<file path="config.mk">
export PLATFORM = sky130hd
export DESIGN_NAME = fetch_ctrl
export DESIGN_NICKNAME = d
export VERILOG_FILES = /design/src/rtl/fetch_pkg.sv /design/src/rtl/fetch_fifo.sv /design/src/rtl/fetch_ctrl.sv
export SDC_FILE = /design/constraint.sdc
export NUM_CORES = 1
export LEC_CHECK = 0
export BUFFER_PORTS_ARGS = -buffer_cell sky130_fd_sc_hd__buf_2
export CORE_ASPECT_RATIO = 1.2
export CORE_MARGIN = 3
export CORE_UTILIZATION = 40
export DETAILED_ROUTE_END_ITERATION = 6
export PLACE_DENSITY = 0.69
export SYNTH_ARGS = -nofsm -noshare
export SYNTH_HDL_FRONTEND = slang
export SYNTH_HIERARCHICAL = 1
export SYNTH_SLANG_ARGS = --single-unit
</file>
<file path="constraint.sdc">
create_clock -name clk -period 6 [get_ports clk]
set_input_delay 0.6 -clock clk [delete_from_list [all_inputs] [get_ports clk]]
set_output_delay 0.6 -clock clk [all_outputs]
set_load 0.01 [all_outputs]
</file>
<file path="src/rtl/fetch_pkg.sv">
// Shared types and default widths for the instruction-fetch sequencer.
package fetch_pkg;

    localparam int unsigned FETCH_ADDR_W  = 16;
    localparam int unsigned FETCH_INSTR_W = 16;
    localparam int unsigned ENTRY_W       = FETCH_ADDR_W + FETCH_INSTR_W;

    typedef enum logic [0:0] {
        RUN  = 1'b0,
        HALT = 1'b1
    } fetch_state_t;

    typedef struct packed {
        logic [FETCH_ADDR_W-1:0]  pc;
        logic [FETCH_INSTR_W-1:0] instr;
    } fetch_entry_t;

endpackage

</file>
<file path="src/rtl/fetch_fifo.sv">
// DEPTH-entry synchronous FIFO of fetch entries with flush and push+pop when full.
// The read port holds the last shown head while the FIFO is empty.
module fetch_fifo
    import fetch_pkg::*;
#(
    parameter int unsigned DEPTH = 2
) (
    input  logic               clk,
    input  logic               rst,
    input  logic               push,
    input  logic               pop,
    input  logic               flush,
    input  logic [ENTRY_W-1:0] wdata,
    output logic [ENTRY_W-1:0] rdata,
    output logic               empty,
    output logic               full
);

    localparam int unsigned PTR_W = $clog2(DEPTH);
    localparam int unsigned CNT_W = $clog2(DEPTH + 1);
    localparam logic [PTR_W-1:0] PTR_ONE = PTR_W'(1);
    localparam logic [CNT_W-1:0] CNT_ONE = CNT_W'(1);

    fetch_entry_t     mem_q [DEPTH];
    fetch_entry_t     last_q;
    logic [PTR_W-1:0] rd_ptr_q;
    logic [PTR_W-1:0] wr_ptr_q;
    logic [CNT_W-1:0] count_q;
    logic             do_push;
    logic             do_pop;

    assign empty   = (count_q == '0);
    assign full    = (count_q == CNT_W'(DEPTH));
    assign do_pop  = pop && !empty;
    assign do_push = push && !flush && (!full || do_pop);
    assign rdata   = empty ? last_q : mem_q[rd_ptr_q];

    always_ff @(posedge clk) begin
        if (do_push) begin
            mem_q[wr_ptr_q] <= fetch_entry_t'(wdata);
        end
    end

    always_ff @(posedge clk) begin
        if (rst) begin
            rd_ptr_q <= '0;
            wr_ptr_q <= '0;
            count_q  <= '0;
            last_q   <= '0;
        end else begin
            // Track the visible head so outputs hold steady once drained or flushed.
            if (!empty) begin
                last_q <= mem_q[rd_ptr_q];
            end
            if (flush) begin
                rd_ptr_q <= '0;
                wr_ptr_q <= '0;
                count_q  <= '0;
            end else begin
                if (do_push) begin
                    wr_ptr_q <= wr_ptr_q + PTR_ONE;
                end
                if (do_pop) begin
                    rd_ptr_q <= rd_ptr_q + PTR_ONE;
                end
                case ({do_push, do_pop})
                    2'b10:   count_q <= count_q + CNT_ONE;
                    2'b01:   count_q <= count_q - CNT_ONE;
                    default: count_q <= count_q;
                endcase
            end
        end
    end

endmodule

</file>
<file path="src/rtl/fetch_ctrl.sv">
// Instruction-fetch sequencer: owns the fetch PC, RUN/HALT FSM and the fetch buffer.
// Optional FETCH_CTRL_PERF_EN adds a saturating stall_cnt output.
module fetch_ctrl
    import fetch_pkg::*;
#(
    // Buffered entry widths follow fetch_pkg; these must match it.
    parameter int unsigned       ADDR_W   = FETCH_ADDR_W,
    parameter int unsigned       INSTR_W  = FETCH_INSTR_W,
    parameter int unsigned       DEPTH    = 2,
    parameter logic [ADDR_W-1:0] RESET_PC = '0
) (
    input  logic               clk,
    input  logic               rst,
    output logic [ADDR_W-1:0]  imem_addr,
    input  logic [INSTR_W-1:0] imem_rdata,
    input  logic               redirect_valid,
    input  logic [ADDR_W-1:0]  redirect_pc,
    input  logic               halt_req,
    output logic               out_valid,
    input  logic               out_ready,
    output logic [INSTR_W-1:0] out_instr,
    output logic [ADDR_W-1:0]  out_pc,
    output logic               halted
`ifdef FETCH_CTRL_PERF_EN
    ,
    output logic [31:0]        stall_cnt
`endif
);

    fetch_state_t       state_q, state_d;
    logic [ADDR_W-1:0]  fetch_pc_q, fetch_pc_d;
    logic               fifo_empty;
    logic               fifo_full;
    logic               do_pop;
    logic               do_push;
    fetch_entry_t       wr_entry;
    fetch_entry_t       rd_entry;
    logic [ENTRY_W-1:0] rd_bits;

    assign imem_addr      = fetch_pc_q;
    assign out_valid      = !fifo_empty;
    assign do_pop         = out_valid && out_ready;
    assign halted         = (state_q == HALT) && fifo_empty;
    assign wr_entry.pc    = fetch_pc_q;
    assign wr_entry.instr = imem_rdata;
    assign rd_entry       = fetch_entry_t'(rd_bits);
    assign out_pc         = rd_entry.pc;
    assign out_instr      = rd_entry.instr;

    always_comb begin
        state_d    = state_q;
        fetch_pc_d = fetch_pc_q;
        do_push    = 1'b0;
        case (state_q)
            RUN:     if (halt_req)  state_d = HALT;
            HALT:    if (!halt_req) state_d = RUN;
            default: state_d = RUN;
        endcase
        // Redirect wins over fetching in either state.
        if (redirect_valid) begin
            fetch_pc_d = {redirect_pc[ADDR_W-1:1], 1'b0};
        end else if (state_q == RUN && !halt_req && (!fifo_full || do_pop)) begin
            do_push    = 1'b1;
            fetch_pc_d = fetch_pc_q + ADDR_W'(2);
        end
    end

    always_ff @(posedge clk) begin
        if (rst) begin
            state_q    <= RUN;
            fetch_pc_q <= {RESET_PC[ADDR_W-1:1], 1'b0};
        end else begin
            state_q    <= state_d;
            fetch_pc_q <= fetch_pc_d;
        end
    end

    fetch_fifo #(
        .DEPTH (DEPTH)
    ) u_fifo (
        .clk   (clk),
        .rst   (rst),
        .push  (do_push),
        .pop   (do_pop),
        .flush (redirect_valid),
        .wdata (wr_entry),
        .rdata (rd_bits),
        .empty (fifo_empty),
        .full  (fifo_full)
    );

`ifdef FETCH_CTRL_PERF_EN
    logic [31:0] stall_cnt_q;

    assign stall_cnt = stall_cnt_q;

    always_ff @(posedge clk) begin
        if (rst) begin
            stall_cnt_q <= '0;
        end else if (state_q == RUN && !halt_req && !redirect_valid && !do_push &&
                     stall_cnt_q != 32'hFFFF_FFFF) begin
            stall_cnt_q <= stall_cnt_q + 32'd1;
        end
    end
`endif

endmodule

</file>
=== Word-level counts from Yosys, hierarchy flattened ===
Memories as Yosys holds them, arrays and structs flattened. A register that Yosys moved wholly into a read port is not among the register bits.
Cells that the tools add are included.

* Register bits: 53
* Input port bits: 37
* Bits in writable memories: 64
* Output and inout port bits: 50
* Word-level logic and storage cells: 46
* Memories kept: 1

* Reduce and logical (&&, ||, !) cells: 17
* Bitwise operators: 1
* Equality and inequality tests: 3
* Add/subtract/negate cells: 5
* Muxes and demuxes: 11

{| class="wikitable"
|+ Memories
! memory !! words !! bits a word !! read ports !! clocked after memory_dff !! wr ports !! line !! RTL
|-
| u_fifo.mem_q || 2 || 32 || 1 || 1 || 1 || fetch_fifo.sv:24 || <nowiki>fetch_entry_t mem_q [DEPTH];</nowiki>
|}

{| class="wikitable"
|+ Operators by type and width
! operator !! count
|-
| two-way mux 16 bit || 2
|-
| two-way mux 32 bit || 1
|-
| adder 16 x 2 -> 16 bit, second input constant || 1
|-
| logical AND 1 bit || 7
|-
| two-way mux 1 bit || 7
|-
| equality test 2 bit, second input constant || 2
|-
| logical NOT 1 bit || 4
|-
| case mux 2 bit (2 select lines) || 1
|-
| nonzero test 2 bit || 2
|-
| adder 1 bit, second input constant || 2
|-
| adder 2 x 1 -> 2 bit, second input constant || 1
|-
| equality test 2 x 1 -> 1 bit, second input constant || 1
|-
| logical NOT 2 bit || 1
|-
| logical OR 1 bit || 2
|-
| OR reduction 2 bit || 1
|-
| subtractor 2 x 1 -> 2 bit, second input constant || 1
|-
| NOT 1 bit || 1
|}

=== Logic depth before layout (Yosys ltp) ===
Gate-level depths: netlist of the first run.

* Depth in word-level cells: 11
* Depth in mapped cells: 12

=== Cells and area by module ===
Netlist of the first run, hierarchy kept.

{| class="wikitable"
|+ By module, submodules not included
! module !! instances !! area an instance (sq um) !! cells an instance
|-
| fetch_fifo || 1 || 3951.3 || 275
|-
| fetch_ctrl || 1 || 927.1 || 114
|}

=== Least setup slack after synthesis of the first run ===
No wires, ideal clock.

* Kind: reg2reg
* Start point: reg u_fifo.count_q[0]
* End point: mem u_fifo/mem_q[1][0] in the netlist's numbering (enable)
* Buffers on the path: 3
* Clock period less this slack: 4800 ps
* Slack: 1200 ps
* Stages on the path, launching flop included: 11
* Arrival: 4333 ps
* Data required time: 5532 ps
* Cell sequence: dfxtp_1 or2_1 buf_6 buf_8 buf_8 inv_1 nand2b_1 a211oi_1 and2_1 nand2b_1 nor3b_1

* Cells in the longest elaborated chain, start to end: 11

{| class="wikitable"
|+ RTL lines
! what !! line !! RTL
|-
| start, declared || fetch_fifo.sv:28 || <nowiki>logic [CNT_W-1:0] count_q;</nowiki>
|-
| start signal, assigned || fetch_fifo.sv:67 || <nowiki>2'b10: count_q <= count_q + CNT_ONE;</nowiki>
|-
| start signal, assigned || fetch_fifo.sv:68 || <nowiki>2'b01: count_q <= count_q - CNT_ONE;</nowiki>
|-
| start signal, assigned || fetch_fifo.sv:69 || <nowiki>default: count_q <= count_q;</nowiki>
|-
| logical NOT 2 bit || fetch_fifo.sv:32 || <nowiki>assign empty = (count_q == '0);</nowiki>
|-
| named net fifo_empty || fetch_ctrl.sv:32 || <nowiki>logic fifo_empty;</nowiki>
|-
| logical NOT 1 bit || fetch_ctrl.sv:41 || <nowiki>assign out_valid = !fifo_empty;</nowiki>
|-
| logical AND 1 bit || fetch_ctrl.sv:42 || <nowiki>assign do_pop = out_valid && out_ready;</nowiki>
|-
| logical OR 1 bit || fetch_ctrl.sv:62 || <nowiki>end else if (state_q == RUN && !halt_req && (!fifo_full || do_pop)) begin</nowiki>
|-
| logical AND 1 bit || fetch_ctrl.sv:62 ||
|-
| two-way mux 1 bit || fetch_ctrl.sv:62 ||
|-
| two-way mux 1 bit || fetch_ctrl.sv:60 || <nowiki>if (redirect_valid) begin</nowiki>
|-
| named net do_push || fetch_ctrl.sv:35 || <nowiki>logic do_push;</nowiki>
|-
| logical AND 1 bit (2 in series) || fetch_fifo.sv:35 || <nowiki>assign do_push = push && !flush && (!full || do_pop);</nowiki>
|-
| two-way mux 1 bit || fetch_fifo.sv:39 || <nowiki>if (do_push) begin</nowiki>
|-
| two-way mux 1 bit (not written as such) || fetch_fifo.sv:40 || <nowiki>mem_q[wr_ptr_q] <= fetch_entry_t'(wdata);</nowiki>
|-
| end, declared || fetch_fifo.sv:24 ||
|}

The timed path passes the listed nets, and every way through them passes these cells.

=== Final worst setup path of the first run ===
* Start point: reg u_fifo.count_q[1]
* End point: mem u_fifo/mem_q[0][18] in the netlist's numbering (enable)

Same word-level chain as after synthesis.

==> results of run 1 <==
-- worst max-delay path, cell delays in order, from the launching register on --
cell,delay (ns)
dfxtp_1,0.45
or2_4,0.18
inv_1,0.05
nand2b_1,0.21
a211oi_1,0.55
and2_1,0.31
nand2b_1,0.12
or3_1,0.37
inv_1,0.06
buf_4,0.41
-- cells in the final DEF (no fill, tap or decap), types with 3 or more instances in the layout --
master     Yosys  layout
inv_1         14      14
a311oi_1       7       7
dfxtp_1       53      52
conb_1         1       3
nand2_1        5       5
mux2i_1       34      34
o21ai_0        7       7
buf_4          4       3
buf_2          1      84
nand2b_1       3       3
clkbuf_8       1       3
xnor2_1        3       3
a211oi_1      37      37
clkbuf_16      0      19
edfxtp_1      64      64
nor2_1        49      49
clkbuf_1       8       3
or4_1          3       3
a221oi_1       3       3
a21oi_2       29      29
nand3_1        3       3
nor2b_1        3       3
a21oi_1       11      11
o31ai_1        3       3
clkinv_2       0       3
-- cells by family after synthesis --
kind of cell,synth area share [%]
adders and majority gates,0.256
AOI/OAI and AO/OA,16.7
other,0.0769
DFF,61.1
and+or+nand+nor,8.36
muxes,6.98
buffers and inverters,5.62
xor gates and xnor gates,0.898
-- final cells by class --
type | count | area, sq um | share of cell area, %
Clock buffer | 25 | 528 | 8.90
Multi-Input combinational cell | 234 | 1640 | 27.6
Timing Repair Buffer | 87 | 443 | 7.47
Clock inverter | 7 | 90.1 | 1.52
Tap cell | 157 | 196 | 3.31
Sequential cell | 117 | 2980 | 50.3
Inverter | 14 | 52.6 | 0.886
-- worst max path at each step --
stage | end | slack, ns
finish | u_fifo/mem_q[0][18] | 2.92
global route | u_fifo/mem_q[0][12] | 2.60
CTS | u_fifo/mem_q[0][18] | 2.91
detailed placement | u_fifo/mem_q[0][3] | 2.93
global placement | u_fifo/mem_q[0][6] | 3.03
floorplan | u_fifo/mem_q[1][0] | 1.20
-- sequential cells by signal (all words and copies together), names as in the netlist, named ones only --
register / count
u_fifo/count_q: 2
u_fifo/wr_ptr_q: 1
state_q: 1
imem_addr: 15
u_fifo/mem_q: 64
u_fifo/rd_ptr_q: 1
u_fifo/last_q: 32
-- per-layer routing --
| layer | share of wire [%] | up-vias | track usage (%) |
|---|---|---|---|
| met5 | 0 | - | 0 |
| met3 | 3.8 | 12 | 4.70 |
| met2 | 51 | 66 | 25.9 |
| met4 | 1.4 | 0 | 6.09 |
| met1 | 43 | 1565 | 17.9 |
| li1 | - | 1626 | - |
-- stage by stage --
stage | total power [mW] | utilization [%] | area, sq um | hold slack (ns) | instances
finish | 2.04 | 50.6 | 5930 | 0.384 | 641
global route | 2.12 | 50.6 | 5930 | 0.367 | 641
CTS | 2.06 | 50.6 | 5930 | 0.362 | 641
detailed placement | 1.04 | 45.3 | 5310 | 0.478 | 609
global placement | 1.03 | 45.3 | 5310 | 0.468 | 609
floorplan | 0.985 | - | 4890 | 0.458 | 391
-- power groups by stage --
| stage | Combinational, mW | Clock [mW] | Sequential, mW |
|---|---|---|---|
| global placement | 0.125 | 0 | 0.905 |
| CTS | 0.130 | 1.04 | 0.890 |
| global route | 0.143 | 1.09 | 0.893 |
| floorplan | 0.0818 | 0 | 0.903 |
| finish | 0.128 | 1.02 | 0.891 |
| detailed placement | 0.129 | 0 | 0.907 |
==> impl_results.md, run 1 <==
- Status: complete, no violations
- Via density: just over 5
- Largest cells by area after synthesis: edfxtp_1, dfxtp_1, mux2i_1, a211oi_1, a21oi_2
- Die X: approximately 110 um
- Initial DRC Count: between 100 and 150
- Grt ovf: 0
- Fin nets: ~510
- Pre-CTS setup slack: just under 3 ns
- Clock sink total: roughly 120
- Final setup fails: 0
- Pwr/cell area: roughly 340 nW/um^2
- Slew HR: slightly below 30%
- Setup CP Type: flop to flop
- H-tree depth: 4
- HP Class: input pin to flop
- Wirelength per Cell: around 15 um
- Initial Util: about two fifths
- Synth-to-Final Area Change: 21.6%
- # hold bufs at CTS: 0
- Crit path launch type: flop
- DRC Markers: 0
- Comb pwr share: about 6.3%
- 1st-pass router iterations: 4
- Max_cap viols: 0
- Yosys reg bits: 117
- Register area share after synthesis: between 60% and 70%
- Worst-case clock buffer depth: 2
- N_diodes: 0
- CTS tree: built
- Switching part of the total: a little over a fifth
- Endpoint type of the worst setup path: flop
- Share of layout cells above drive strength 1: between 30% and 40%
- HP Start: imem_rdata[6]
- Minimum clock period: 3.08 ns
- Hold Fails Final Rpt: 0
- Final Cycle Share: between 50% and 60%
- Port Buffers: 84
- Avg Inst Size Synth: 12.5 sq um
- Most common flop cell mapped by yosys: edfxtp_1
- Ports: 87
- Setup crit start: u_fifo/count_q[1]
- Post-synthesis cell count: 389
- WHS Endpoint: u_fifo/mem_q[0][6]
- Number of antenna violations at the first check in global routing: 0
- Global Route Usage Sum: between 10% and 20%
- Placed wire-length estimate: 6270 um
- Core ar.: 11700 sq um
- Final setup margin: roughly 2.9 ns
- RSZ-0062 raised after global routing: false
- Die height: 127 um
- YS warnings: 6
- Worst hold stages: 1
- Worst Path Arrival: 3.12 ns
- Max frequency: around 320 MHz
- Worst r2r path cells: 9
- Resized Gates After CTS: 0
- Worst R2R End: u_fifo/mem_q[0][18]
- Worst Tran Pin Value: about 1.1 ns
- Internal power: 1.61 mW
- CP Max Fanout: 32
- Floorplan row count: 43
- First-pass GRT wire length: around 16000 um
- Largest area contributor in the netlist: edfxtp_1
- Number of synthesized flops with an enable pin: 64
- Clock share of power: around 50%
- CP required: 6.04 ns
- CTS Root Cell: clkbuf_16
- Sequential share of power: roughly 44%
- Net Switching: 425 uW
- Post-synthesis async set-or-reset flop share: 0%
- Fin Setup TNS: 0 ns
- Worst-Skew Late Latency: ~0.40 ns
- Vias in the first global route: 3288
- Worst R2R Setup Slack: between 2 and 3 ns
- Static leakage: 2.14 nW
- Most common cell in the netlist: edfxtp_1
- Die ar.: 13600 sq um
- Final Max Tran Viols: 0
- Total CTS buffers: 17
- WL final: 9800 um
- Filler cells: around 1100
- Origin of the critical flop-to-flop path: u_fifo/count_q[1]
- Global placer's final weighted congestion: slightly below 0.8
- Setup bufs post-CTS: 0
- Vias: 3269
- Netlist area before placement: 4880 sq um
- Top-area cell type share of the netlist area: roughly two fifths
- Worst-path clk slew: around 0.05 ns
- Clk_skew: about 0.009 ns
- Commonest cells post-synth: edfxtp_1, dfxtp_1, nor2_1
- Largest net degree at the start of global routing: 97
- Antenna viol nets, final: 0
- Peak supply drop: between 0.15 and 0.2 mV
- Library cells used by synthesis: 47
Note: power is estimated with default switching activity, not from simulation.
==> run 2, diff against run 1 <==
- clock period: 6 -> 3.06 ns (I/O delays scaled with it)
==> impl_results.md, run 2 (same netlist as run 1, synthesis figures left out) <==
- Slew HR: 29.0% (was 29.6%)
- Clock sink total: 117 (unchanged)
- Vias: 3312 (was 3269)
- Peak supply drop: 0.342 mV (was 0.166 mV)
- CP Max Fanout: 96 (was 32)
- Setup crit start: u_fifo/count_q[1] (unchanged)
- Post-DP Area: 5390 sq um (was 5310 sq um)
- Max_cap viols: 0 (unchanged)
- Status: complete, no violations (unchanged)
- Share of layout cells above drive strength 1: 33.1% (was 31.6%)
- Worst-path clk slew: 0.05 ns (about the same)
- Met3 Usage GRT: 4.85% (was 4.70%)
- Via density: 5.13 (was 5.10)
- Worst Tran Pin Value: 1.06 ns (about the same)
- Global Route Usage Sum: 14.8% (was 15.2%)
- Fin nets: 514 (was 509)
- N_diodes: 0 (unchanged)
- Slowest stage delay, CP: 0.77 ns (was 0.55 ns)
- Fin Setup TNS: 0 ns (unchanged)
- Static leakage: 2.17 nW (was 2.14 nW)
- Core ar.: 11700 sq um (unchanged)
- DP Cell Count: 614 (was 609)
- Antenna viol nets, final: 0 (unchanged)
- Filler cells: 1092 (was 1072)
- Vias in the first global route: 3251 (was 3288)
- Final setup margin: 0.334 ns (was 2.92 ns)
- Met1 Track Usage GR: 17.0% (was 17.9%)
- Ports: 87 (unchanged)
- Worst-case clock buffer depth: 2 (unchanged)
- HP Class: input pin to flop (unchanged)
- GR Layer Usage met2: 25.2% (was 25.9%)
- Fin cells: 646 (was 641)
- Final setup fails: 0 (unchanged)
- Most used routing layer: met2 (unchanged)
- Register area: 2990 sq um (was 2980 sq um)
- WL final: 9890 um (was 9800 um)
- Clock share of power: 49.4% (was 50.0%)
- Internal power: 3.13 mW (was 1.61 mW)
- Minimum clock period: about 2.7 ns
- Crit path launch type: flop (unchanged)
- Switching part of the total: 21.1% (was 20.8%)
- HP Start: imem_rdata[11] (was imem_rdata[6])
- Pwr/cell area: 662 nW/um^2 (was 344 nW/um^2)
- Initial DRC Count: 149 (was 137)
- Area of the multi-input gates: 1660 sq um (was 1640 sq um)
- CTS Root Cell: clkbuf_16 (unchanged)
- Origin of the critical flop-to-flop path: u_fifo/count_q[1] (unchanged)
- Max stage delay cell, worst path: buf_4 (was a211oi_1)
- Max reg flops: 64 (unchanged)
- Floorplan row count: 43 (unchanged)
- Placed wire-length estimate: 6520 um (was 6270 um)
- Die height: 127 um (unchanged)
- Net Switching: 835 uW (was 425 uW)
- Final Cycle Share: about nine tenths
- 1st-pass router iterations: 5 (was 4)
- Setup bufs post-CTS: 0 (unchanged)
- Global placer's final weighted congestion: 0.749 (was 0.777)
- CP required: 2.75 ns (was 6.04 ns)
- Setup CP Type: flop to primary output (was flop to flop)
- Wirelength per Cell: 15.3 um (about the same)
- Clk_skew: 0.00584 ns (was 0.00875 ns)
- Die ar.: 13600 sq um (unchanged)
- Leading cell types in the layout, fill and taps excluded: buf_2, edfxtp_1, dfxtp_1, nor2_1, a211oi_1 (unchanged)
- Grt ovf: 0 (unchanged)
- Post-route cell area: 5980 sq um (was 5930 sq um)
- Resized Gates After CTS: 0 (unchanged)
- Final Max Tran Viols: 0 (unchanged)
- DRC Markers: 0 (unchanged)
- Initial Util: 41.6% (unchanged)
- Number of antenna violations at the first check in global routing: 0 (unchanged)
- RSZ-0062 raised after global routing: false (unchanged)
- Pre-CTS setup slack: 0.473 ns (was 2.93 ns)
- CTS tree: built (unchanged)
- Total power: 3.96 mW (was 2.04 mW)
- Worst Path Arrival: 2.42 ns (was 3.12 ns)
- Most flops, register: u_fifo/mem_q (unchanged)
- Comb pwr share: 6.5% (was 6.3%)
- Sequential share of power: 44.1% (was 43.7%)
- Port Buffers: 84 (unchanged)
- Total CTS buffers: 17 (unchanged)
- # hold bufs at CTS: 0 (unchanged)
- Die X: 107 um (unchanged)
- Max frequency: roughly 370 MHz
- Crit path cell chain: or2_4 > buf_4 > nor2_1 > a21oi_2 > buf_2 (was or2_4 > inv_1 > nand2b_1 > a211oi_1 > and2_1 > nand2b_1 > or3_1 > inv_1 > buf_4)
- Largest net degree at the start of global routing: 97 (unchanged)
- Endpoint type of the worst setup path: primary output (was flop)
- Worst-Skew Late Latency: 0.40 ns (about the same)
- Synth-to-Final Area Change: 22.6% (was 21.6%)
- Most common library cell in the layout ignoring fill and taps: buf_2 (unchanged)
- Hold Fails Final Rpt: 0 (unchanged)
- First-pass GRT wire length: 15500 um (was 15900 um)
- H-tree depth: 4 (unchanged)
==> run 2: final timing paths <==
path / to / slack (ns) / cells after the start
max: out_instr[1] / 0.33 / 5
max reg2reg: u_fifo/mem_q[0][15] / 0.43 / 9
min: u_fifo/mem_q[0][11] / 0.09 / 1
min reg2reg: flop / 0.51 / 2
==> run 2: per-layer routing <==
metal | wire [um] | up-vias
li1 | - | 1632
met3 | 625 | 14
met1 | 4000 | 1576
met4 | 187 | 0
met2 | 5080 | 90
met5 | 0 | -
==> run 2: stage by stage <==
| stage | hold WS, ns | util (%) |
|---|---|---|
| global placement | 0.474 | 45.9 |
| CTS | 0.0763 | 51.0 |
| global route | 0.0740 | 51.0 |
| detailed placement | 0.493 | 45.9 |
| finish | 0.0902 | 51.0 |
| floorplan | 0.378 | - |
==> run 2: critical path: cells and delay by family (launching register included) <==
kind / cells / cell delay, ns
buffers and inverters: 2 / 0.92
flip-flops: 1 / 0.48
AND/OR/NAND/NOR: 2 / 0.37
AO/OA/AOI/OAI: 1 / 0.17
==> run 2: layout make-up <==
type	count	share of cell area, %
sequential	117	49.9
multi-input combinational	234	27.7
timing repair buffer	92	8.24
clock buffer	22	7.76
tap	157	3.28
clock inverter	10	2.15
inverter	14	0.941
==> run 2: power by group through the flow <==
stage	clock (mW)	combinational [mW]	sequential (mW)
global route	2.07	0.286	1.75
floorplan	0	0.163	1.77
finish	1.96	0.258	1.75
detailed placement	0	0.260	1.78
global placement	0	0.252	1.77
CTS	2.00	0.262	1.75
==> run 3, diff against run 2 <==
- CORE_UTILIZATION: 40 -> 55
- PLACE_DENSITY: 0.69 -> 0.88
==> impl_results.md, run 3 (same netlist as run 1, synthesis figures left out) <==
- Slew HR: 26.9% (was 29.0%)
- Synth-to-Final Area Change: 25.1% (was 22.6%)
- Worst Path Arrival: 2.56 ns (was 2.42 ns)
- Max reg flops: 64 (unchanged)
- Setup crit start: u_fifo/count_q[1] (unchanged)
- Fin util: 70.9% (was 51.0%)
- Most flops, register: u_fifo/mem_q (unchanged)
- Initial DRC Count: 231 (was 149)
- Max frequency: 349 MHz (was 367 MHz)
- CP Max Fanout: 96 (unchanged)
- Max_cap viols: 0 (unchanged)
- Via density: 5.50 (was 5.13)
- CTS tree: built (unchanged)
- Worst-case clock buffer depth: 2 (unchanged)
- Sequential share of power: 43.6% (was 44.1%)
- Fin Setup TNS: 0 ns (unchanged)
- Pwr/cell area: 656 nW/um^2 (was 662 nW/um^2)
- Port Buffers: 84 (unchanged)
- Final Cycle Share: 93.6% (was 89.1%)
- First-pass GRT wire length: 16500 um (was 15500 um)
- Status: complete, no violations (unchanged)
- Endpoint type of the worst setup path: primary output (unchanged)
- Die height: 109 um (was 127 um)
- Register area: 2990 sq um (unchanged)
- Hold WS: 0.0714 ns (was 0.0902 ns)
- Global Route Usage Sum: 21.7% (was 14.8%)
- Ports: 87 (unchanged)
- Placed wire-length estimate: 6500 um (was 6520 um)
- CTS Root Cell: clkbuf_8 (was clkbuf_16)
- Largest net degree at the start of global routing: 97 (unchanged)
- Worst Tran Pin Value: 1.10 ns (was 1.06 ns)
- Clk_skew: 0.00982 ns (was 0.00584 ns)
- HP Start: halt_req (was imem_rdata[11])
- Switching part of the total: 21.2% (was 21.1%)
- Grt ovf: 0 (unchanged)
- Setup bufs post-CTS: 0 (unchanged)
- Total CTS buffers: 17 (unchanged)
- Clock share of power: 49.4% (about the same)
- Initial Util: 56.7% (was 41.6%)
- 1st-pass router iterations: 5 (unchanged)
- Hold Fails Final Rpt: 0 (unchanged)
- Most common library cell in the layout ignoring fill and taps: buf_2 (unchanged)
- HP Class: input pin to flop (unchanged)
- Minimum clock period: 2.86 ns (was 2.73 ns)
- RSZ-0062 raised after global routing: false (unchanged)
- Setup CP Type: flop to primary output (unchanged)
- Wirelength per Cell: 16.6 um (was 15.3 um)
- Worst-path clk slew: 0.06 ns (was 0.05 ns)
- Final setup fails: 0 (unchanged)
- Peak supply drop: 0.425 mV (was 0.342 mV)
- Internal power: 3.15 mW (was 3.13 mW)
- Die X: 92.0 um (was 107 um)
- Comb pwr share: 7.0% (was 6.5%)
- Final Max Tran Viols: 0 (unchanged)
- CP required: 2.75 ns (about the same)
- Filler cells: 571 (was 1092)
- Worst-Skew Late Latency: 0.51 ns (was 0.40 ns)
- Leading cell types in the layout, fill and taps excluded: buf_2, edfxtp_1, dfxtp_1, nor2_1, a211oi_1 (unchanged)
- N_diodes: 0 (unchanged)
- Fin nets: 531 (was 514)
- Worst R2R Setup Slack: 0.40 ns (was 0.43 ns)
- Static leakage: 2.24 nW (was 2.17 nW)
- H-tree depth: 4 (unchanged)
- Number of antenna violations at the first check in global routing: 0 (unchanged)
- Net Switching: 847 uW (was 835 uW)
- Vias in the first global route: 3497 (was 3251)
- Clock sink total: 117 (unchanged)
- # hold bufs at CTS: 16 (was 0)
- Global placer's final weighted congestion: 0.879 (was 0.749)
- Crit path launch type: flop (unchanged)
- Core ar.: 8610 sq um (was 11700 sq um)
- WL final: 10300 um (was 9890 um)
- Antenna viol nets, final: 0 (unchanged)
- Floorplan row count: 37 (was 43)
- Origin of the critical flop-to-flop path: u_fifo/count_q[1] (unchanged)
- Die ar.: 10000 sq um (was 13600 sq um)
- Share of layout cells above drive strength 1: 32.0% (was 33.1%)
- Vias: 3428 (was 3312)
- DRC Markers: 0 (unchanged)
- Area of the multi-input gates: 1660 sq um (unchanged)
- Resized Gates After CTS: 0 (unchanged)
-- run 3: cell types whose count changed in the layout (fill, tap and decap cells not counted), sizes merged --
| cell | previous run | this run |
|---|---|---|
| dlygate4sd3 | 0 | 16 |
| clkbuf | 22 | 20 |
| clkinv | 5 | 7 |
| buf | 92 | 93 |
| bufinv | 3 | 4 |
| clkinvlp | 3 | 2 |
-- run 3: area by class of cell --
class	instances	share of cell area, %
flip-flops and latches	117	48.9
well taps	117	2.40
clock buffers	20	7.14
repair buffers	109	10.8
multi-input cells	234	27.2
clock inverters	12	2.60
inverters	14	0.923
-- run 3: path summary, 6_finish.rpt --
check	end	depth (start not counted)
max	out_pc[1]	5
min	state_q	2
max reg2reg	u_fifo/mem_q[0][18]	9
min reg2reg	u_fifo/wr_ptr_q	2
-- run 3: per-stage QoR --
stage	power [mW]	setup slack, ns	std cells	cell area [sq um]
floorplan	1.93	0.0160	391	4920
global placement	2.02	0.510	575	5350
detailed placement	2.04	0.407	575	5350
CTS	4.03	0.210	623	6100
global route	4.14	0.0371	623	6100
finish	4.00	0.195	623	6100
-- run 3: power by group through the flow --
stage | clock [mW] | sequential [mW] | combinational (mW)
floorplan | 0 | 1.77 | 0.163
global placement | 0 | 1.77 | 0.249
detailed placement | 0 | 1.78 | 0.261
CTS | 2.00 | 1.74 | 0.281
global route | 2.09 | 1.75 | 0.309
finish | 1.97 | 1.74 | 0.281
-- run 3: critical path: stages, from the launching register on --
cell and delay [ns]:
dfxtp_1 0.46, or2_4 0.18, buf_4 0.76, nor2_1 0.19, a21oi_2 0.19, buf_2 0.16
-- run 3: metal layers --
metal / GRT usage (%) / wire length, um
met5: 0 / 0
met4: 10.1 / 210
met3: 8.01 / 627
met2: 36.8 / 5270
met1: 24.5 / 4210
